### src/rtl/oven_display_mux.sv
// rtl/oven_display_mux.sv - 4-digit multiplexed 7-seg driver with guard, snapshots, blinking dp; optional LEADING_ZERO_BLANK_EN
module oven_display_mux #(
  parameter int DIGIT_DIV = 12500,
  parameter int GUARD     = 16,
  parameter int BLINK_DIV = 25000000
) (
  input  logic       clk,
  input  logic       rst_n,
  input  logic       onOff,
  input  logic [3:0] minuteCountVal1,
  input  logic [3:0] minuteCountVal2,
  input  logic [3:0] hourCountVal1,
  input  logic [3:0] hourCountVal2,
  output logic [3:0] anode,
  output logic [6:0] seg,
  output logic       dp
);

  localparam int SW = (DIGIT_DIV > 1) ? $clog2(DIGIT_DIV) : 1;
  localparam int BW = (BLINK_DIV > 1) ? $clog2(BLINK_DIV) : 1;
  localparam logic [SW-1:0] SLOT_LAST  = SW'(DIGIT_DIV - 1);
  localparam logic [SW-1:0] GUARD_END  = SW'(GUARD);
  localparam logic [BW-1:0] BLINK_LAST = BW'(BLINK_DIV - 1);

  logic [SW-1:0]     slot_q, slot_d;
  logic [1:0]        idx_q, idx_d;
  logic [BW-1:0]     blink_q, blink_d;
  logic              phase_q, phase_d;
  logic [3:0][3:0]   snap_q, snap_d;
  logic [3:0]        anode_q, anode_d;
  logic [6:0]        seg_q, seg_d;
  logic              dp_q, dp_d;

  logic              slot_tick;
  logic              blink_wrap;
  logic              in_guard;
  logic              dark;
  logic [3:0]        digit;

  function automatic logic [6:0] dec7(input logic [3:0] v);
    case (v)
      4'd0:    dec7 = 7'b1000000;
      4'd1:    dec7 = 7'b1111001;
      4'd2:    dec7 = 7'b0100100;
      4'd3:    dec7 = 7'b0110000;
      4'd4:    dec7 = 7'b0011001;
      4'd5:    dec7 = 7'b0010010;
      4'd6:    dec7 = 7'b0000010;
      4'd7:    dec7 = 7'b1111000;
      4'd8:    dec7 = 7'b0000000;
      4'd9:    dec7 = 7'b0010000;
      default: dec7 = 7'b0111111;
    endcase
  endfunction

  always_comb begin
    slot_tick  = (slot_q == SLOT_LAST);
    slot_d     = slot_tick ? '0 : slot_q + SW'(1);
    idx_d      = slot_tick ? idx_q + 2'd1 : idx_q;

    blink_wrap = (blink_q == BLINK_LAST);
    blink_d    = blink_wrap ? '0 : blink_q + BW'(1);
    phase_d    = phase_q ^ blink_wrap;

    // All four digits latch together at the end of a full scan to avoid tearing
    snap_d = (slot_tick && idx_q == 2'd3)
             ? {hourCountVal2, hourCountVal1, minuteCountVal2, minuteCountVal1}
             : snap_q;

    in_guard = (slot_q < GUARD_END);
    digit    = snap_q[idx_q];
    dark     = !onOff || in_guard;
`ifdef LEADING_ZERO_BLANK_EN
    if (idx_q == 2'd3 && snap_q[3] == 4'd0) dark = 1'b1;
`endif

    anode_d = 4'b1111;
    if (!dark) anode_d[idx_q] = 1'b0;
    seg_d = onOff ? dec7(digit) : 7'b1111111;
    dp_d  = !(onOff && idx_q == 2'd2 && !in_guard && phase_q);
  end

  always_ff @(posedge clk or negedge rst_n) begin
    if (!rst_n) begin
      slot_q  <= '0;
      idx_q   <= 2'd0;
      blink_q <= '0;
      phase_q <= 1'b0;
      snap_q  <= '0;
      anode_q <= 4'b1111;
      seg_q   <= 7'b1111111;
      dp_q    <= 1'b1;
    end else begin
      slot_q  <= slot_d;
      idx_q   <= idx_d;
      blink_q <= blink_d;
      phase_q <= phase_d;
      snap_q  <= snap_d;
      anode_q <= anode_d;
      seg_q   <= seg_d;
      dp_q    <= dp_d;
    end
  end

  assign anode = anode_q;
  assign seg   = seg_q;
  assign dp    = dp_q;

endmodule

### config.mk
export PLATFORM = sky130hd
export DESIGN_NAME = oven_display_mux
export DESIGN_NICKNAME = d
export VERILOG_FILES = /design/src/rtl/oven_display_mux.sv
export SDC_FILE = /design/constraint.sdc
export NUM_CORES = 1
export LEC_CHECK = 0
export ABC_AREA = 1
export ABC_CLOCK_PERIOD_IN_PS = 2300
export CAP_MARGIN = 30
export CORE_ASPECT_RATIO = 1.1
export CORE_MARGIN = 4
export CORE_UTILIZATION = 63
export CTS_BUF_LIST = sky130_fd_sc_hd__clkbuf_8 sky130_fd_sc_hd__clkbuf_16
export DETAILED_ROUTE_END_ITERATION = 10
export PLACE_DENSITY_LB_ADDON = 0.12
export SLEW_MARGIN = 10
export SYNTH_ARGS = -nofsm -noshare
export SYNTH_HDL_FRONTEND = slang
export SYNTH_SLANG_ARGS = --single-unit
### constraint.sdc
create_clock -name clk -period 2.3 [get_ports clk]
set_input_delay 0.69 -clock clk [delete_from_list [all_inputs] [get_ports clk]]
set_output_delay 0.69 -clock clk [all_outputs]
set_load 0.01 [all_outputs]
; ---- Word level (Yosys, flattened, before mapping)
; Memories as Yosys holds them, arrays and structs flattened.
; Cells that the tools add are included.
[op_classes]
n_mux = 8
n_bitwise = 2
addsub = 3
order_cmp = 3
eq_ne = 4
n_reduce_logical = 9
[ops]
columns = op, count
row1 = $add A25 B1 Y25 const B, 1
row2 = $eq A25 B25 Y1 const B, 1
row3 = $mux W25, 1
row4 = $add A14 B1 Y14 const B, 1
row5 = $eq A14 B14 Y1 const B, 1
row6 = $lt A14 B5 Y1 const B, 1
row7 = $mux W14, 1
row8 = $bmux W4 S2, 1
row9 = $mux W4, 2
row10 = $mux W7, 1
row11 = $logic_and A1 B1 Y1, 5
row12 = $eq A2 B2 Y1 const B, 2
row13 = $not A4 Y4, 1
row14 = $logic_not A1 Y1, 3
row15 = $lt A2 B3 Y1 const B, 1
row16 = $add A2 B1 Y2 const B, 1
row17 = $demux W1 S2, 1
row18 = $ge A2 B1 Y1 const B, 1
row19 = $logic_or A1 B1 Y1, 1
row20 = $mux W1, 1
row21 = $xor A1 B1 Y1, 1
[totals]
register_bits = 70
word_cells = 41
romBits = 112
inputBits = 19
n_memories = 1
[memory_table]
columns = name, words, width, rd, rd_ports_with_merged_regs, wr, line_no
row1 = (name not given), 16, 7, 1, 0, 0, 41  ; case (v)

; ---- Depth between registers and ports, before layout
[depth]
depth_word = 6
ltp_mapped = 11
ltp_nobuf = 10

; ---- Worst setup path before layout
; OpenSTA, ideal clock, no wires.
[synth_path]
kind = register to register
startpoint = register idx_q[0]
endpoint = register seg_q[3] (netlist: seg[3])
setup_time_ns = 0.061
stages_incl_launch_ff = 10
path_slack_ns = 0.878
n_path_buf = 1
t_required_ns = 2.239
arrival_time_ns = 1.361
path_cell_list = dfrtp_1 > buf_4 > inv_4 > nand2_1 > nand3_1 > nand2_1 > ha_1 > nand2_1 > nand3_1 > nand2_1
[synth_between]
elab_chain_len = 4
[synth_rtl]
columns = element, line_no
row1 = from (decl), 26  ; logic [1:0] idx_q, idx_d;
row2 = from (signal assigned), 95  ; idx_q <= idx_d;
row3 = $bmux W4 S2, 71  ; digit = snap_q[idx_q];
row4 = $mux W4 (implied by the code), 71
row5 = $mem_v2 Z16 W7, n/a
row6 = $mux W7, 79  ; seg_d = onOff ? dec7(digit) : 7'b1111111;
row7 = net seg_d[3], 31  ; logic [6:0] seg_q, seg_d;
row8 = to (signal assigned), 100  ; seg_q <= seg_d;
row9 = to (decl), 31
; The timed path passes the listed nets, and every way through them passes these cells. The select of a mux whose other input is x is not followed.
; A chain may end at the register's enable or synchronous reset.

; ---- Final worst setup path
[layout_path]
startpoint = register dp_q (netlist: dp)
endpoint = output dp
[layout_rtl]
columns = element, line_no
row1 = from (decl), 32  ; logic dp_q, dp_d;
row2 = from (signal assigned), 101  ; dp_q <= dp_d;
row3 = to (decl), 16  ; output logic dp
; No word-level cell between the ends.

==> flow_metrics.env <==
export IMPL_postSynthNetCount=513
export IMPL_cts_made_buffers=9
export IMPL_grt_antenna_before_repair=0
export IMPL_finalCritPeriodShare=0.920
export IMPL_postCtsSetupRepairBufs=0
export IMPL_num_antenna_cells=0
export IMPL_worstPathMaxFanout=1
export IMPL_final_stage_net_count=552
export IMPL_layout_drive_gt1_share=0.144
export IMPL_placement_rows=29
export IMPL_synth_top_family_by_area="simple AND/OR/NAND/NOR gates"
export IMPL_top_cell_family_by_delay_on_the_critical_path="flip-flops"
export IMPL_htree_num_levels=3
export IMPL_insertion_delay_ns=0.35
export IMPL_fmax_ghz=0.472
export IMPL_cts_root_buffer="sky130_fd_sc_hd__clkbuf_8"
export IMPL_synth_cell_type_count=31
export IMPL_cts_buffer_depth=2
export IMPL_grt_start_max_net_pins=45
export IMPL_path_class="register to primary output"
export IMPL_yosys_area_share_simple=0.314
export IMPL_yosysTopAreaCell="sky130_fd_sc_hd__dfrtp_1"
export IMPL_critical_path_n_buffers_inverters=1
export IMPL_post_synth_cell_area_avg_um2=7.91
export IMPL_core_area_um2=5840
export IMPL_max_slew_worst_pin_slew_ns=0.538
export IMPL_cts_tree="yes"
export IMPL_biggest_cell_delay_along_the_critical_path_ns=0.54
export IMPL_dieArea_um2=7380
export IMPL_pin_count=31
export IMPL_synthXorXnorAreaFrac=0.0390
export IMPL_wire_per_inst_um=12.8
export IMPL_vdd_drop_max_mv=0.462
export IMPL_crit_chain="clkdlybuf4s50_1"
export IMPL_track_usage=0.245
export IMPL_clkTransAtPathRegs_ns=0.08
export IMPL_synth_fa_ha_area_frac=0.0360
export IMPL_route_antenna_remaining_nets=0
export IMPL_synthMuxAreaShare=0
export IMPL_chipWidth_um=82.3
export IMPL_synthCells=483
export IMPL_finalPower_mw=2.20
export IMPL_yosys_area_top_type_share=0.380
export IMPL_power_per_cell_area_nw_per_um2=504
export IMPL_cp_start_kind="register"
export IMPL_commonest_cells_post_synth="sky130_fd_sc_hd__nand2_1, sky130_fd_sc_hd__nor2_1, sky130_fd_sc_hd__inv_1"
export IMPL_total_of_endpoints_with_negative_setup_slack_in_the_final_report=0
export IMPL_crit_slowest_cell="sky130_fd_sc_hd__dfstp_2"
export IMPL_crit_path_end_kind="primary output"
export IMPL_synth_top_cells_by_area="sky130_fd_sc_hd__dfrtp_1, sky130_fd_sc_hd__nand2_1, sky130_fd_sc_hd__dfstp_2"
export IMPL_finalInstanceArea_um2=4360
export IMPL_syn_to_final_growth_pct=13.9
export IMPL_synth_yosys_seq_area_share=0.462
export IMPL_number_of_gates_resized_after_cts=0
export IMPL_synthMostInstantiatedCell="sky130_fd_sc_hd__nand2_1"
export IMPL_drc=0
export IMPL_grt_pass1_vias=3133
export IMPL_fin_skew_ns=0.0117
export IMPL_layout_min_cycle_time_ns=2.12
export IMPL_grt_pass1_wl_um=13700
export IMPL_cts_hold_buffers=0
export IMPL_critical_path_required_ns=1.61
export IMPL_maxCapViolCount=0
export IMPL_unrepaired_setup_endpoints_after_global_routing="no"
export IMPL_r2r_cells=8
export IMPL_die_h_um=89.7
export IMPL_numPortBuffers=30
export IMPL_cp_depth=1
export IMPL_r2r_start="idx_q[0]"
export IMPL_status="finished, final reports clean"
export IMPL_drt_wl_total_um=7750
export IMPL_floorplan_initialDensity=0.654
export IMPL_route_vias_total=3077
export IMPL_synth_async_reset_ratio=1.00
export IMPL_hold_path_class="input pin to async pin"
export IMPL_synth_warning_count=0
export IMPL_synth_enable_flop_cells=0
export IMPL_timing_rr_end="seg[6]"
export IMPL_dpl_instance_area_um2=4180
export IMPL_timing_reg2reg_setup_slack_ns=0.60
export IMPL_gp_routability_congestion=0.869
export IMPL_synth_compound_gate_area_share=0.0596
export IMPL_power_static_leakage_nw=2.10
export IMPL_crit_path_start="dp"
export IMPL_detail_route_iter0_violations=192
export IMPL_whs_ns=0.331
export IMPL_final_max_slew_viols=0
export IMPL_critPathCapture="dp"
export IMPL_relSlewSlack=0.641
export IMPL_cts_num_sinks=70
export IMPL_hold_viol=0
export IMPL_fin_setup_tns_ns=0
export IMPL_cp_data_arrival_time_ns=1.43
export IMPL_mappedNetlistArea_um2=3820
export IMPL_firstDrtPassIters=4
export IMPL_ys_ff_latch=70
export IMPL_synth_top_flop_cell="sky130_fd_sc_hd__dfrtp_1"
export IMPL_viasPerCell=5.09
export IMPL_overflow=0
export IMPL_place_hpwl_um=5760
[flip-flops by register name, summed over array words and instances, names as in the netlist]
register  cells
phase_q       1
idx_q         2
snap_q       16
anode         4
seg           7
blink_q      25
slot_q       14
dp            1
[cell families (layout without fill, tap and decap cells)]
| family | Yosys count | after routing |
|---|---|---|
| simple gates | 275 | 275 |
| buf+inv | 79 | 123 |
| flops | 70 | 70 |
| compound gates | 31 | 31 |
| xor+xnor | 17 | 17 |
| fa+ha+maj | 11 | 11 |
[power breakdown]
| group | switching, mW | leakage, nW | internal (mW) |
|---|---|---|---|
| Combinational | 0.0386 | 1.19 | 0.0337 |
| Clock | 0.476 | 0.0841 | 0.414 |
| Sequential | 0.000438 | 0.824 | 1.23 |
| Total | 0.515 | 2.10 | 1.68 |
[cell usage in the layout (no fill, tap or decap)]
master                            count
sky130_fd_sc_hd__nor2_1              69
sky130_fd_sc_hd__inv_2                4
sky130_fd_sc_hd__nand2_2              6
sky130_fd_sc_hd__buf_4                3
sky130_fd_sc_hd__dfstp_2             12
sky130_fd_sc_hd__nand3_2              2
sky130_fd_sc_hd__nor3_1               7
sky130_fd_sc_hd__o211ai_1             2
sky130_fd_sc_hd__nor3_2               1
sky130_fd_sc_hd__nand4_1              6
sky130_fd_sc_hd__nor2_2               9
sky130_fd_sc_hd__clkinvlp_4           3
sky130_fd_sc_hd__or2_2                1
sky130_fd_sc_hd__nor2_4               2
sky130_fd_sc_hd__dfrtp_1             58
sky130_fd_sc_hd__clkinv_4             1
sky130_fd_sc_hd__nand3b_1             5
sky130_fd_sc_hd__o21a_1               1
sky130_fd_sc_hd__clkdlybuf4s50_1     29
sky130_fd_sc_hd__xnor2_1              1
sky130_fd_sc_hd__buf_2                1
sky130_fd_sc_hd__clkbuf_8            10
sky130_fd_sc_hd__ha_1                11
sky130_fd_sc_hd__inv_1               68
sky130_fd_sc_hd__clkinv_2             3
sky130_fd_sc_hd__o21ai_0              7
sky130_fd_sc_hd__nand3_1             31
sky130_fd_sc_hd__inv_4                1
sky130_fd_sc_hd__a21oi_1              3
sky130_fd_sc_hd__nand2_1            135
sky130_fd_sc_hd__o21bai_1             2
sky130_fd_sc_hd__xor2_1              16
sky130_fd_sc_hd__nor3_4               1
sky130_fd_sc_hd__o21ai_2             16
[how the worst min path moves through the flow]
stage                    from           to  depth (start not counted)
floorplan               rst_n   blink_q[0]                          0
global placement    snap_q[9]    snap_q[9]                          2
detailed placement  snap_q[7]    snap_q[7]                          2
CTS                     rst_n  blink_q[19]                          2
global route            rst_n  blink_q[13]                          2
finish                  rst_n  blink_q[19]                          2
[cell type report]
type	instances	area, um2
tap	77	96.3
multi-input combinational	334	1710
clock buffer	10	138
timing repair buffer	33	318
sequential	70	1770
fill	469	1490
inverter	74	285
clock inverter	6	37.5
[metal layers]
layer  vias up  track usage  routed length (um)
met5         -            0                   0
met4         0        0.131                 197
met3        17       0.0379                 258
met2        53        0.438                4050
met1      1452        0.280                3240
li1       1555            -                   -
[per-stage QoR]
| step | setup WS (ns) | util | instances |
|---|---|---|---|
| 3_3_place_gp | 0.582 | 0.716 | 588 |
| 2_1_floorplan | 0.878 | - | 483 |
| 6_report | 0.183 | 0.746 | 604 |
| 4_1_cts | 0.185 | 0.746 | 604 |
| 5_1_grt | 0.143 | 0.746 | 604 |
| 3_5_place_dp | 0.561 | 0.716 | 588 |
(Power assumes the default switching activity.)
